## src/rtl/video_timing_gen.sv

```systemverilog
// Video timing and test-pattern generator.
// Free-running h/v counters produce sync, blanking and data-enable, and a
// selectable 4:4:4 YCbCr test pattern. Every output is registered one cycle
// after the counters. Dropping en lets the current frame finish before idling.
module video_timing_gen #(
   parameter int unsigned H_ACTIVE = 1920,
   parameter int unsigned H_FP     = 88,
   parameter int unsigned H_SYNC   = 44,
   parameter int unsigned H_BP     = 148,
   parameter int unsigned V_ACTIVE = 1080,
   parameter int unsigned V_FP     = 4,
   parameter int unsigned V_SYNC   = 5,
   parameter int unsigned V_BP     = 36
) (
   input  logic        clk,
   input  logic        rst_b,
   input  logic        en,
   input  logic [1:0]  pattern_sel,
   output logic        vs_out,
   output logic        hs_out,
   output logic        de_out,
   output logic [7:0]  y_out,
   output logic [7:0]  cb_out,
   output logic [7:0]  cr_out,
   output logic [15:0] frame_cnt
);

   localparam int unsigned H_TOTAL = H_SYNC + H_BP + H_ACTIVE + H_FP;
   localparam int unsigned V_TOTAL = V_SYNC + V_BP + V_ACTIVE + V_FP;
   localparam int unsigned HW      = $clog2(H_TOTAL);
   localparam int unsigned VW      = $clog2(V_TOTAL);
   localparam int unsigned BAR_W   = H_ACTIVE / 8;

   localparam logic [HW-1:0] H_LAST     = HW'(H_TOTAL - 1);
   localparam logic [HW-1:0] H_SYNC_END = HW'(H_SYNC);
   localparam logic [HW-1:0] H_ACT_BEG  = HW'(H_SYNC + H_BP);
   localparam logic [HW-1:0] H_ACT_LEN  = HW'(H_ACTIVE);
   localparam logic [VW-1:0] V_LAST     = VW'(V_TOTAL - 1);
   localparam logic [VW-1:0] V_SYNC_END = VW'(V_SYNC);
   localparam logic [VW-1:0] V_ACT_BEG  = VW'(V_SYNC + V_BP);
   localparam logic [VW-1:0] V_ACT_LEN  = VW'(V_ACTIVE);

   typedef enum logic {StIdle, StRun} state_t;

   state_t          state_q;
   logic [HW-1:0]   h_cnt_q;
   logic [VW-1:0]   v_cnt_q;
   logic [1:0]      pattern_q;

   logic [HW-1:0]   px;
   logic [VW-1:0]   py;
   logic            h_act;
   logic            v_act;
   logic [2:0]      bar;
   logic [15:0]     ramp_sum;
   logic [7:0]      pix_y;
   logic [7:0]      pix_cb;
   logic [7:0]      pix_cr;

   // Run/idle control, raster counters and completed-frame count.
   always_ff @(posedge clk or negedge rst_b) begin
      if (!rst_b) begin
         state_q   <= StIdle;
         h_cnt_q   <= '0;
         v_cnt_q   <= '0;
         frame_cnt <= '0;
      end else begin
         case (state_q)
            StIdle: begin
               h_cnt_q <= '0;
               v_cnt_q <= '0;
               if (en) state_q <= StRun;
            end
            StRun: begin
               if (h_cnt_q == H_LAST) begin
                  h_cnt_q <= '0;
                  if (v_cnt_q == V_LAST) begin
                     v_cnt_q   <= '0;
                     frame_cnt <= frame_cnt + 16'd1;
                     // Stop only on a frame boundary so no frame is truncated.
                     if (!en) state_q <= StIdle;
                  end else begin
                     v_cnt_q <= v_cnt_q + 1'b1;
                  end
               end else begin
                  h_cnt_q <= h_cnt_q + 1'b1;
               end
            end
            default: state_q <= StIdle;
         endcase
      end
   end

   // Pattern select is captured at raster origin so it only changes per frame.
   always_ff @(posedge clk or negedge rst_b) begin
      if (!rst_b) begin
         pattern_q <= '0;
      end else if (h_cnt_q == '0 && v_cnt_q == '0) begin
         pattern_q <= pattern_sel;
      end
   end

   // Active-area coordinates and pattern pixel for the current counter position.
   always_comb begin
      // Outside the active area the subtraction wraps to a large value.
      px       = h_cnt_q - H_ACT_BEG;
      py       = v_cnt_q - V_ACT_BEG;
      h_act    = px < H_ACT_LEN;
      v_act    = py < V_ACT_LEN;
      bar      = '0;
      for (int unsigned i = 1; i < 8; i++) begin
         if (px >= HW'(i * BAR_W)) bar = 3'(i);
      end
      ramp_sum = 16'(px >> 3) + 16'd16;
      pix_y    = 8'd128;
      pix_cb   = 8'd128;
      pix_cr   = 8'd128;
      case (pattern_q)
         2'd0: begin
            case (bar)
               3'd0: begin pix_y = 8'd180; pix_cb = 8'd128; pix_cr = 8'd128; end
               3'd1: begin pix_y = 8'd162; pix_cb = 8'd44;  pix_cr = 8'd142; end
               3'd2: begin pix_y = 8'd131; pix_cb = 8'd156; pix_cr = 8'd44;  end
               3'd3: begin pix_y = 8'd112; pix_cb = 8'd72;  pix_cr = 8'd58;  end
               3'd4: begin pix_y = 8'd84;  pix_cb = 8'd184; pix_cr = 8'd198; end
               3'd5: begin pix_y = 8'd65;  pix_cb = 8'd100; pix_cr = 8'd212; end
               3'd6: begin pix_y = 8'd35;  pix_cb = 8'd212; pix_cr = 8'd114; end
               default: begin pix_y = 8'd16; pix_cb = 8'd128; pix_cr = 8'd128; end
            endcase
         end
         2'd1: pix_y = (ramp_sum > 16'd235) ? 8'd235 : ramp_sum[7:0];
         2'd2: pix_y = 8'd128;
         default: pix_y = (px[4] ^ py[4]) ? 8'd235 : 8'd16;
      endcase
   end

   // Registered timing and pixel outputs; all zero while idle.
   always_ff @(posedge clk or negedge rst_b) begin
      if (!rst_b) begin
         hs_out <= 1'b0;
         vs_out <= 1'b0;
         de_out <= 1'b0;
         y_out  <= '0;
         cb_out <= '0;
         cr_out <= '0;
      end else if (state_q == StRun) begin
         hs_out <= h_cnt_q < H_SYNC_END;
         vs_out <= v_cnt_q >= V_SYNC_END;
         de_out <= h_act && v_act;
         y_out  <= (h_act && v_act) ? pix_y  : 8'd0;
         cb_out <= (h_act && v_act) ? pix_cb : 8'd0;
         cr_out <= (h_act && v_act) ? pix_cr : 8'd0;
      end else begin
         hs_out <= 1'b0;
         vs_out <= 1'b0;
         de_out <= 1'b0;
         y_out  <= '0;
         cb_out <= '0;
         cr_out <= '0;
      end
   end

endmodule

```

## config.mk

```make
export PLATFORM = sky130hd
export DESIGN_NAME = video_timing_gen
export DESIGN_NICKNAME = d
export VERILOG_FILES = /design/src/rtl/video_timing_gen.sv
export SDC_FILE = /design/constraint.sdc
export NUM_CORES = 1
export LEC_CHECK = 0
export CAP_MARGIN = 25
export CORE_MARGIN = 1.5
export CORE_UTILIZATION = 40
export DETAILED_ROUTE_END_ITERATION = 10
export SLEW_MARGIN = 20
export SYNTH_ARGS = -nofsm -noshare
export SYNTH_HDL_FRONTEND = slang
export SYNTH_SLANG_ARGS = --single-unit
export TNS_END_PERCENT = 1
```

## constraint.sdc

```tcl
create_clock -name clk -period 5.1 [get_ports clk]
set_input_delay 1.275 -clock clk [delete_from_list [all_inputs] [get_ports clk]]
set_output_delay 1.275 -clock clk [all_outputs]
set_load 0.01 [all_outputs]
```

==> results.sh <==
export IMPL_ys_ff_latch=65
export IMPL_cts_tree="built"
export IMPL_wl_mm=8.663
export IMPL_routedWlPerCell_um=14.34
export IMPL_cp_depth=13
export IMPL_vias=3203
export IMPL_clock_insertion_delay_worst_skew_ns=0.36
export IMPL_cts_repair_resize_count=0
export IMPL_cts_post_setup_buffers_inserted=0
export IMPL_setup_violations=0
export IMPL_timing_hold_ws_ns=0.4741
export IMPL_crit_path_start_kind="flip-flop"
export IMPL_outcome="finished clean"
export IMPL_cp_buffers_inverters=0
export IMPL_postSynth_topFlopCell="sky130_fd_sc_hd__dfrtp_1"
export IMPL_cp_cell_sequence="ha_1 -> xnor2_2 -> ha_1 -> nor2b_1 -> a32o_1 -> a221o_1 -> a311o_1 -> and3_1 -> ha_1 -> nor3_1 -> nor3_1 -> a211oi_1 -> nor3_1"
export IMPL_crit_reg_reg_endpoint="y_out[7]"
export IMPL_final_max_slew_viol_count=0
export IMPL_initial_utilization=0.4134
export IMPL_post_synth_main_area_contributors="sky130_fd_sc_hd__dfrtp_1 40%, sky130_fd_sc_hd__ha_1 6.2%, sky130_fd_sc_hd__xnor2_1 5.4%"
export IMPL_final_layout_size_suffix_gt1_frac=0.07643
export IMPL_worst_path_dominant_cell_family="compound AO/OA/AOI/OAI gates"
export IMPL_worst_reg2reg_path_startpoint="h_cnt_q[6]"
export IMPL_total_iterations_of_the_first_detailed_routing_run=4
export IMPL_cts_hold_buf=0
export IMPL_power_density_cell_area_nw_per_um2=202.6
export IMPL_timing_hold_violations_final=0
export IMPL_area_delta_synth_final_pct=15.94
export IMPL_most_common_layout_cells="65 x sky130_fd_sc_hd__dfrtp_1, 43 x sky130_fd_sc_hd__clkdlybuf4s50_1, 38 x sky130_fd_sc_hd__nor2_1"
export IMPL_cts_htree_levels=3
export IMPL_remaining_drc_errors=0
export IMPL_fp_coreArea_um2=9819
export IMPL_clkSlewWorstSetupHoldPaths_ns=0.08
export IMPL_avgViaCountPerCell=5.303
export IMPL_grt_pass1_vias=3038
export IMPL_finalNetCount=491
export IMPL_critPathLaunch="h_cnt_q[6]"
export IMPL_vdd_drop_max_mv=0.1103
export IMPL_fillerInstances=998
export IMPL_holdCritPathClass="flip-flop to flip-flop"
export IMPL_place_port_buffers=44
export IMPL_critical_path_max_fanout=12
export IMPL_setup_reg_to_reg_worst_slack_ns=1.04
export IMPL_fmax_mhz=246.1
export IMPL_worstPathArrival_ns=4.29
export IMPL_drt_initial_drc_count=154
export IMPL_timing_clock_skew_ns=0.008701
export IMPL_grt_remaining_overflow=0
export IMPL_critical_path_max_stage_delay_ns=0.65
export IMPL_worst_endpoint_required_ns=5.33
export IMPL_synthCells=435
export IMPL_cp_end_kind="flip-flop"
export IMPL_synthesis_yosys_warnings=0
export IMPL_cell_with_the_largest_stage_delay_on_the_worst_path="sky130_fd_sc_hd__dfrtp_1"
export IMPL_async_set_or_reset_flop_fraction_in_the_synthesized_netlist=1.000
export IMPL_worst_setup_path_type="flip-flop to flip-flop"
export IMPL_place_congestion=0.7959
export IMPL_synth_top_cell_area_share=0.4007
export IMPL_worst_slew_pin_transition_ns=0.7644
export IMPL_die_area_um2=10760
export IMPL_layout_worst_path_cycle_share=0.7967
export IMPL_clock_sinks=65
export IMPL_ctsLongestPathBuffers=2
export IMPL_syn_cell_area_um2=4059
export IMPL_setup_tns_ns=0
export IMPL_synth_lib_cells_used_distinct=73
export IMPL_synth_enable_flop_cells=0
export IMPL_synth_area_leader_cell="sky130_fd_sc_hd__dfrtp_1"
export IMPL_fin_crit_ns=4.063
export IMPL_antenna_found_initial=0
export IMPL_r2r_cells=13
export IMPL_avgSynthCellArea_um2=9.331
export IMPL_rows=36
export IMPL_dp_final_hpwl_mm=6.162
export IMPL_drtAntennaViolNets=0
export IMPL_worst_slew_margin_rel=0.4894
export IMPL_wire_length_of_the_first_global_routing_pass_mm=14.81
export IMPL_worst_setup_path_endpoint="y_out[7]"
export IMPL_maxCapViolations=0
export IMPL_total_leakage_power_nw=1.954
export IMPL_grt_setup_unrepaired="no"
export IMPL_clk_root_buffer_cell="sky130_fd_sc_hd__clkbuf_8"
export IMPL_die_w_um=103.7
export IMPL_chipHeight_um=103.7
export IMPL_numCtsBuffers=9
export IMPL_track_usage=0.1678
export IMPL_antenna_cells_inserted=0
export IMPL_layout_cells_most_common="sky130_fd_sc_hd__dfrtp_1"
export IMPL_synth_sequential_area_ratio=0.4007
export IMPL_grt_start_max_net_pins=35
export IMPL_ioPinCount=48
flip-flops by register name (all words and copies together) (netlist names):
name       count
cb_out         6
cr_out         6
de_out         1
frame_cnt     16
h_cnt_q       12
hs_out         1
pattern_q      2
state_q        1
v_cnt_q       11
vs_out         1
y_out          8
through the flow:
step | utilization | setup WS [ns] | cells | total power, W | area, um^2
after floorplan | - | 1.542 | 437 | 0.0005353 | 4066
after global placement | 0.4605 | 1.232 | 588 | 0.0005483 | 4522
after detailed placement | 0.4605 | 1.095 | 588 | 0.0005483 | 4522
after CTS | 0.4792 | 1.059 | 604 | 0.0009708 | 4706
after global routing | 0.4792 | 0.6859 | 604 | 0.0009952 | 4706
final | 0.4792 | 1.037 | 604 | 0.0009532 | 4706
layout make-up:
cell class | instances | area (um^2) | share of cell area
Multi-Input combinational cell | 327 | 2218 | 0.4714
Sequential cell | 65 | 1627 | 0.3457
Timing Repair Buffer | 45 | 442.9 | 0.09412
Tap cell | 133 | 166.4 | 0.03536
Clock buffer | 9 | 123.9 | 0.02632
Inverter | 18 | 67.56 | 0.01436
Clock inverter | 7 | 60.06 | 0.01276
routing by layer:
layer	wire length (um)	part of all wire	GRT usage	vias to the layer above
met3	339	0.039	0.03839	10
met1	4282	0.49	0.2263	1532
met4	117	0.014	0.05853	0
met5	0	0	0	-
met2	3923	0.45	0.2652	75
li1	-	-	-	1586
synthesized netlist by cell type, types with 3 or more instances:
master / instances
sky130_fd_sc_hd__o31a_1: 4
sky130_fd_sc_hd__mux2_2: 3
sky130_fd_sc_hd__and2_1: 5
sky130_fd_sc_hd__and3_1: 12
sky130_fd_sc_hd__or3_1: 3
sky130_fd_sc_hd__nor2_1: 38
sky130_fd_sc_hd__o31ai_1: 5
sky130_fd_sc_hd__nor2b_1: 6
sky130_fd_sc_hd__buf_4: 6
sky130_fd_sc_hd__a211oi_1: 6
sky130_fd_sc_hd__dfrtp_1: 65
sky130_fd_sc_hd__xnor2_1: 25
sky130_fd_sc_hd__o21ai_0: 19
sky130_fd_sc_hd__xor2_1: 13
sky130_fd_sc_hd__nand4b_1: 3
sky130_fd_sc_hd__clkbuf_1: 14
sky130_fd_sc_hd__o21ai_1: 9
sky130_fd_sc_hd__nand3_1: 15
sky130_fd_sc_hd__nor4_1: 3
sky130_fd_sc_hd__nand4_1: 10
sky130_fd_sc_hd__nor3_1: 8
sky130_fd_sc_hd__inv_1: 17
sky130_fd_sc_hd__ha_1: 20
sky130_fd_sc_hd__nand2b_1: 7
sky130_fd_sc_hd__a32o_1: 3
sky130_fd_sc_hd__buf_6: 3
sky130_fd_sc_hd__nand3b_1: 4
sky130_fd_sc_hd__buf_2: 3
sky130_fd_sc_hd__a21oi_1: 19
sky130_fd_sc_hd__nand2_1: 35
report_power, final:
part           internal (W)  switching [W]
logic            0.00000541      0.0000141
clock network      0.000184       0.000232
registers          0.000516     0.00000203
total              0.000705       0.000248
worst min path at each step:
stage          depth (start not counted)             to           from
6_report                               1  frame_cnt[15]  frame_cnt[15]
5_1_grt                                1  frame_cnt[15]  frame_cnt[15]
4_1_cts                                1  frame_cnt[15]  frame_cnt[15]
3_5_place_dp                           1  frame_cnt[15]  frame_cnt[15]
3_3_place_gp                           1  frame_cnt[15]  frame_cnt[15]
2_1_floorplan                          1     h_cnt_q[0]     h_cnt_q[0]
cells by family (layout without fill, tap and decap cells):
family,count (synthesis),after routing,share of synthesized area
and+or+nand+nor,167,167,0.2238
muxes,4,4,0.01079
xor gates and xnor gates,39,39,0.08601
DFF,65,65,0.4007
buffers and inverters,45,79,0.05456
other,1,3,0.0009239
adders and majority gates,20,20,0.06165
AOI/OAI and AO/OA,94,94,0.1615
No activity file was read; power rests on OpenSTA's default activity.
